--- config.mk ---
export PLATFORM = sky130hd
export DESIGN_NAME = attr_stream_fifo
export DESIGN_NICKNAME = d
export VERILOG_FILES = /design/src/rtl/attr_stream_fifo.sv
export SDC_FILE = /design/constraint.sdc
export NUM_CORES = 2
export LEC_CHECK = 0
export BUFFER_PORTS_ARGS = -buffer_cell sky130_fd_sc_hd__buf_2
export CORE_MARGIN = 5
export CORE_UTILIZATION = 64
export CTS_CLUSTER_DIAMETER = 30
export DETAILED_ROUTE_END_ITERATION = 7
export MAX_ROUTING_LAYER = met4
export PLACE_DENSITY_LB_ADDON = 0.08
export SYNTH_ARGS = -nofsm -noshare
export SYNTH_HDL_FRONTEND = slang
export SYNTH_SLANG_ARGS = --single-unit
--- constraint.sdc ---
create_clock -name clk -period 4.8 [get_ports clk]
set_input_delay 0.24 -clock clk [delete_from_list [all_inputs] [get_ports clk]]
set_output_delay 0.24 -clock clk [all_outputs]
set_load 0.005 [all_outputs]
--- src/rtl/attr_stream_fifo.sv ---
// Attribute ingress FIFO: unpacks multi-attribute beats into a circular buffer and
// serves single-attribute pops, reporting emptiness at whole-sample granularity.
module attr_stream_fifo #(
  parameter int ATTR_WIDTH     = 16,
  parameter int ATTRS_PER_BEAT = 2,
  parameter int ATTR_ABIT      = 5,
  parameter int FIFO_ABIT      = 6
) (
  input  logic                                 clk,
  input  logic                                 rst,
  input  logic [ATTRS_PER_BEAT*ATTR_WIDTH-1:0] i_s_data,
  input  logic                                 i_s_valid,
  output logic                                 o_s_ready,
  input  logic                                 i_s_last,
  input  logic [ATTR_ABIT-1:0]                 i_pop_amount,
  input  logic                                 i_flush,
  input  logic                                 i_fifo_pop,
  output logic [ATTR_WIDTH-1:0]                o_fifo_front,
  output logic                                 o_fifo_vld,
  output logic                                 o_fifo_is_empty,
  output logic [FIFO_ABIT:0]                   o_sample_cnt,
  output logic                                 o_err_len,
  output logic                                 o_err_underflow
);

  localparam int                 DEPTH   = 1 << FIFO_ABIT;
  localparam logic [FIFO_ABIT:0] DEPTH_C = (FIFO_ABIT+1)'(DEPTH);
  localparam logic [FIFO_ABIT:0] APB_C   = (FIFO_ABIT+1)'(ATTRS_PER_BEAT);
  localparam logic [FIFO_ABIT:0] ONE_F   = (FIFO_ABIT+1)'(1);

  logic [ATTR_WIDTH-1:0]     r_mem [DEPTH];
  logic [FIFO_ABIT-1:0]      r_wr_ptr;
  logic [FIFO_ABIT-1:0]      r_rd_ptr;
  logic [FIFO_ABIT:0]        r_fill;
  logic [ATTR_ABIT-1:0]      r_wr_idx;
  logic [ATTR_ABIT-1:0]      r_rd_idx;
  logic [FIFO_ABIT:0]        r_sample_cnt;
  logic [ATTR_WIDTH-1:0]     r_front_p1;
  logic                      r_vld_p1;
  logic                      r_err_len;
  logic                      r_err_uf;

  logic                      w_beat_acc;
  logic                      w_wr_done;
  logic [ATTRS_PER_BEAT-1:0] w_lane_en;
  logic [ATTR_ABIT-1:0]      w_wr_idx_nxt;
  logic [FIFO_ABIT:0]        w_lanes;
  logic                      w_pop_acc;
  logic                      w_rd_done;
  logic [FIFO_ABIT:0]        w_pop_dec;

  assign o_s_ready  = !rst && !i_flush && ((DEPTH_C - r_fill) >= APB_C);
  assign w_beat_acc = i_s_valid && o_s_ready;

  // Lanes after the one that closes a sample are dropped, so every sample begins on lane 0.
  always_comb begin
    w_lane_en    = '0;
    w_wr_done    = 1'b0;
    w_wr_idx_nxt = r_wr_idx;
    w_lanes      = '0;
    if (w_beat_acc) begin
      for (int l = 0; l < ATTRS_PER_BEAT; l++) begin
        if (!w_wr_done) begin
          w_lane_en[l] = 1'b1;
          w_lanes      = w_lanes + ONE_F;
          if (w_wr_idx_nxt == i_pop_amount) begin
            w_wr_done    = 1'b1;
            w_wr_idx_nxt = '0;
          end else begin
            w_wr_idx_nxt = w_wr_idx_nxt + ATTR_ABIT'(1);
          end
        end
      end
    end
  end

  assign w_pop_acc = i_fifo_pop && ((r_sample_cnt != '0) || (r_rd_idx != '0));
  assign w_rd_done = w_pop_acc && (r_rd_idx == i_pop_amount);
  assign w_pop_dec = {{FIFO_ABIT{1'b0}}, w_pop_acc};

  always_ff @(posedge clk) begin
    for (int l = 0; l < ATTRS_PER_BEAT; l++) begin
      if (w_lane_en[l]) begin
        r_mem[r_wr_ptr + FIFO_ABIT'(l)] <= i_s_data[l*ATTR_WIDTH +: ATTR_WIDTH];
      end
    end
  end

  // Stage p1: registered read port and all bookkeeping state.
  always_ff @(posedge clk) begin
    if (rst) begin
      r_wr_ptr     <= '0;
      r_rd_ptr     <= '0;
      r_fill       <= '0;
      r_wr_idx     <= '0;
      r_rd_idx     <= '0;
      r_sample_cnt <= '0;
      r_front_p1   <= '0;
      r_vld_p1     <= 1'b0;
      r_err_len    <= 1'b0;
      r_err_uf     <= 1'b0;
    end else if (i_flush) begin
      r_wr_ptr     <= '0;
      r_rd_ptr     <= '0;
      r_fill       <= '0;
      r_wr_idx     <= '0;
      r_rd_idx     <= '0;
      r_sample_cnt <= '0;
      r_vld_p1     <= 1'b0;
    end else begin
      r_wr_ptr <= r_wr_ptr + w_lanes[FIFO_ABIT-1:0];
      r_wr_idx <= w_wr_idx_nxt;
      r_fill   <= r_fill + w_lanes - w_pop_dec;
      r_vld_p1 <= w_pop_acc;
      if (w_pop_acc) begin
        r_front_p1 <= r_mem[r_rd_ptr];
        r_rd_ptr   <= r_rd_ptr + FIFO_ABIT'(1);
        r_rd_idx   <= w_rd_done ? '0 : r_rd_idx + ATTR_ABIT'(1);
      end else if (i_fifo_pop) begin
        r_err_uf <= 1'b1;
      end
      if (w_wr_done && !w_rd_done) begin
        r_sample_cnt <= r_sample_cnt + ONE_F;
      end else if (!w_wr_done && w_rd_done) begin
        r_sample_cnt <= r_sample_cnt - ONE_F;
      end
      if (w_beat_acc && (w_wr_done != i_s_last)) begin
        r_err_len <= 1'b1;
      end
    end
  end

  assign o_fifo_front    = r_front_p1;
  assign o_fifo_vld      = r_vld_p1;
  assign o_sample_cnt    = r_sample_cnt;
  assign o_fifo_is_empty = (r_sample_cnt == '0);
  assign o_err_len       = r_err_len;
  assign o_err_underflow = r_err_uf;

endmodule

==> impl_metrics.ini <==
[timing]
hold_ws_ns = 0.136
worst_max_slew_pin_slew_ns = 1.13
setup_repair_after_global_routing_missed_its_margin = no
skew_ns = 0.0378
total_neg_setup_slack_ns = 0
slew_headroom_pct = 24.9
final.min_clock_period_ns = 3.98
finalHoldViolations = 0
post-route-period-util_pct = 82.9
final-setup-viol-count = 0
achievable-frequency_mhz = 251
finalMaxSlewViolations = 0
layout_setup_ws_ns = 0.819

[route]
routedWlPerCell_um = 34.8
drcViolationCount = 2
drtPass1Iterations = 8
via_per_inst = 7.17
wl_met1_mm = 65.0
drtAntennaViolNets = 0
route.met3.wl_mm = 22.7
met2RoutedLength_mm = 78.1
vias = 36100
wl_mm = 175
highest-signal-layer = met4
first_iter_violations = 5111

[global_route]
globalRouteTotalUtil_pct = 38.1
globalRoute.totalOverflow = 0
grt_pass1_vias = 36300
grt_start_max_net_pins = 98
grt_antenna_before_repair = 4
grt_first_pass_wirelength_mm = 253

[yosys]
ys_types = 70
synthDominantCellAreaShare_pct = 54.9
postSynth.topFlopCell = edfxtp_1
avgSynthCellArea_um2 = 15.5
postSynthNetCount = 3700
syn_inst = 3626
post_synth_instance_area_mm2 = 0.0560
synth_seq_cells = 1079
synth_area_leader_cell = edfxtp_1
commonest_cells_in_the_netlist = 1034 x mux2_2, 1024 x edfxtp_1, 268 x clkbuf_1
async_sr_flop_fraction_pct = 0
synth_edf_count = 1024
yosysWarningCount = 0
ys_seq_area_share_pct = 56.8
post-synth-top-count-cell = mux2_2
synth_top_cells_by_area = edfxtp_1 55%, mux2_2 21%, mux4_2 7.9%

[die]
initial_utilization_pct = 64.5
placeableCoreArea_mm2 = 0.0869
rows = 108
io_pins = 71
die_area_mm2 = 0.0936
die_width_um = 306
die_height_um = 306

[critical_path]
critical-path-max-stage-delay_ns = 0.67
r2r-end = o_sample_cnt[6]
worstSetupStartpointType = register
worst-r2r-setup-slack_ns = 0.82
cp_data_required_time_ns = 5.44
critical_path.reg2reg.startpoint = r_wr_idx[3]
r2r.worst_path.cells = 14
critical_path_class = register to register
cp-endpoint = o_sample_cnt[6]
timing.critical_path.arrival_ns = 4.62
critical_path_peak_fanout = 8
crit_chain = xor2_1 > xnor2_1 > o22ai_1 > a41oi_1 > nor2_1 > ha_1 > inv_1 > ha_1 > a21o_1 > a21o_1 > a211o_1 > o211ai_1 > xnor2_1 > nor2_1
timing.critical_path.slowest_stage_cell = a41oi_1
worstSetupStartpoint = r_wr_idx[3]
critPathCaptureType = register

[power]
leakage_power_nw = 21.9
cellPowerDensity_mw_per_mm2 = 421
peakVddDrop_mv = 0.483

[cells_and_area]
finish.utilization_pct = 75.3
areaGrowthSynthToFinish_pct = 16.8
fraction_of_layout_instances_using_a_drive_strength_above_1_pct = 50.5
finalNetCount = 3757

[placement]
gp_routability_congestion = 0.974
port_buffers = 70
dp_hpwl_mm = 102
dpl_worst_slack_ns = 0.849

[flow_run]
cap_viol_max_count = 0

[clock_tree]
cts_post_setup_buffers_inserted = 0
cts_tree = done
clock_insertion_delay_worst_skew_ns = 0.81
cts.htree.levels = 4
buffer_depth_of_the_longest_clock_path = 3
cts_made_buffers = 223
cts.sinks = 1079
worst_setup_hold_path_clk_slew_ns = 0.04
clock_tree_root_driver_cell = clkbuf_16

[outcome]
status = finished with violations
violated_checks = DRC

[hold_path]
holdCritPathClass = input port to register
[cells by family (layout without fill, tap and decap cells)]
group	after synthesis	in the layout	synth area share, %
multiplexers	1360	1360	31.0
flip-flops	1079	1079	56.8
buffers and inverters	467	721	3.67
AO/OA/AOI/OAI	330	330	4.04
AND/OR/NAND/NOR	315	315	3.04
XOR/XNOR	44	44	0.688
adder cells (fa/ha/maj)	31	31	0.732
other	0	2	0
[where the power goes]
group | leakage (nW) | total [mW] | switching [mW] | internal, mW
logic | 8.44 | 1.34 | 0.803 | 0.535
registers | 9.65 | 10.4 | 0.0285 | 10.4
clock network | 3.76 | 15.8 | 5.34 | 10.5
[layout by cell type (no fill, tap or decap), types with 8 or more instances in the layout]
master      count
edfxtp_1     1024
mux4_2        197
xnor2_1        26
a22oi_1        51
nand3_1        35
o21ai_1        38
and2_1         32
clkbuf_16     225
clkinv_4       15
ha_1           28
o221ai_1       48
or3_1          10
nor2b_1        10
mux2_2       1034
clkbuf_1       28
xor2_1         18
nand2_2        38
a21oi_1        71
inv_1          25
inv_6          12
o22ai_1        11
a32oi_1        12
o21ai_0        20
nand2b_1        8
clkinv_1       17
nand2_1        83
o21bai_1       16
o21bai_2       13
clkinvlp_4     27
mux2i_1       129
nor3_1          8
clkinv_2       46
bufinv_16      34
buf_4         187
nor2_1         46
buf_12          8
dfxtp_1        50
buf_2          70
[metrics by stage]
step	instance area [um2]	instances	power, mW
after floorplan	56000	3626	11.4
after global placement	57500	4605	11.8
after detailed placement	57600	4606	11.8
after CTS	65400	5035	27.6
after global routing	65400	5036	28.2
final	65500	5037	27.6
[worst min-delay path by stage]
stage	endpoint	slack, ns	from	depth (start not counted)
floorplan	o_err_len	0.41	i_s_last	2
global placement	r_wr_idx[4]	0.49	r_wr_idx[4]	1
detailed placement	o_err_len	0.50	o_err_len	2
CTS	r_rd_idx[2]	0.11	i_pop_amount[3]	6
global route	r_rd_idx[2]	0.17	i_pop_amount[3]	6
finish	r_rd_idx[2]	0.14	i_pop_amount[3]	6
[layer usage]
layer,vias to the layer above,GRT usage [%]
met5,-,-
met1,18600,51.2
met2,2664,54.7
met4,0,17.2
met3,496,11.0
li1,14400,-
[cell type report]
cell class | count | area [um2]
diodes | 2 | 5.00
clock buffers | 255 | 5760
clock inverters | 167 | 2050
fillers | 5146 | 21400
inverters | 26 | 97.6
multi-input cells | 2080 | 22200
flip-flops and latches | 1079 | 31900
well taps | 1155 | 1450
repair buffers | 273 | 2000
[sequential cells by signal, summed over array words and instances, names as in the netlist]
signal / cells
o_err_len: 1
o_err_underflow: 1
o_fifo_front: 16
o_fifo_vld: 1
o_sample_cnt: 7
r_fill: 7
r_mem: 1024
r_rd_idx: 5
r_rd_ptr: 6
r_wr_idx: 5
r_wr_ptr: 6
[repair_timing]
action,in CTS,in global routing
setup endpoints to repair,0,0
hold buffers,7,0
endpoints found under the hold margin,18,0
gates resized for setup,0,0
[worst max-delay path: cells and delay by family (launching register included)]
| kind | cells | cell delay [ns] |
|---|---|---|
| AO/OA/AOI/OAI | 6 | 1.57 |
| XOR/XNOR | 3 | 0.79 |
| adder cells (fa/ha/maj) | 2 | 0.58 |
| buffers and inverters | 1 | 0.21 |
| flip-flops | 1 | 0.48 |
| AND/OR/NAND/NOR | 2 | 0.20 |
No activity file was read; power rests on OpenSTA's default activity.
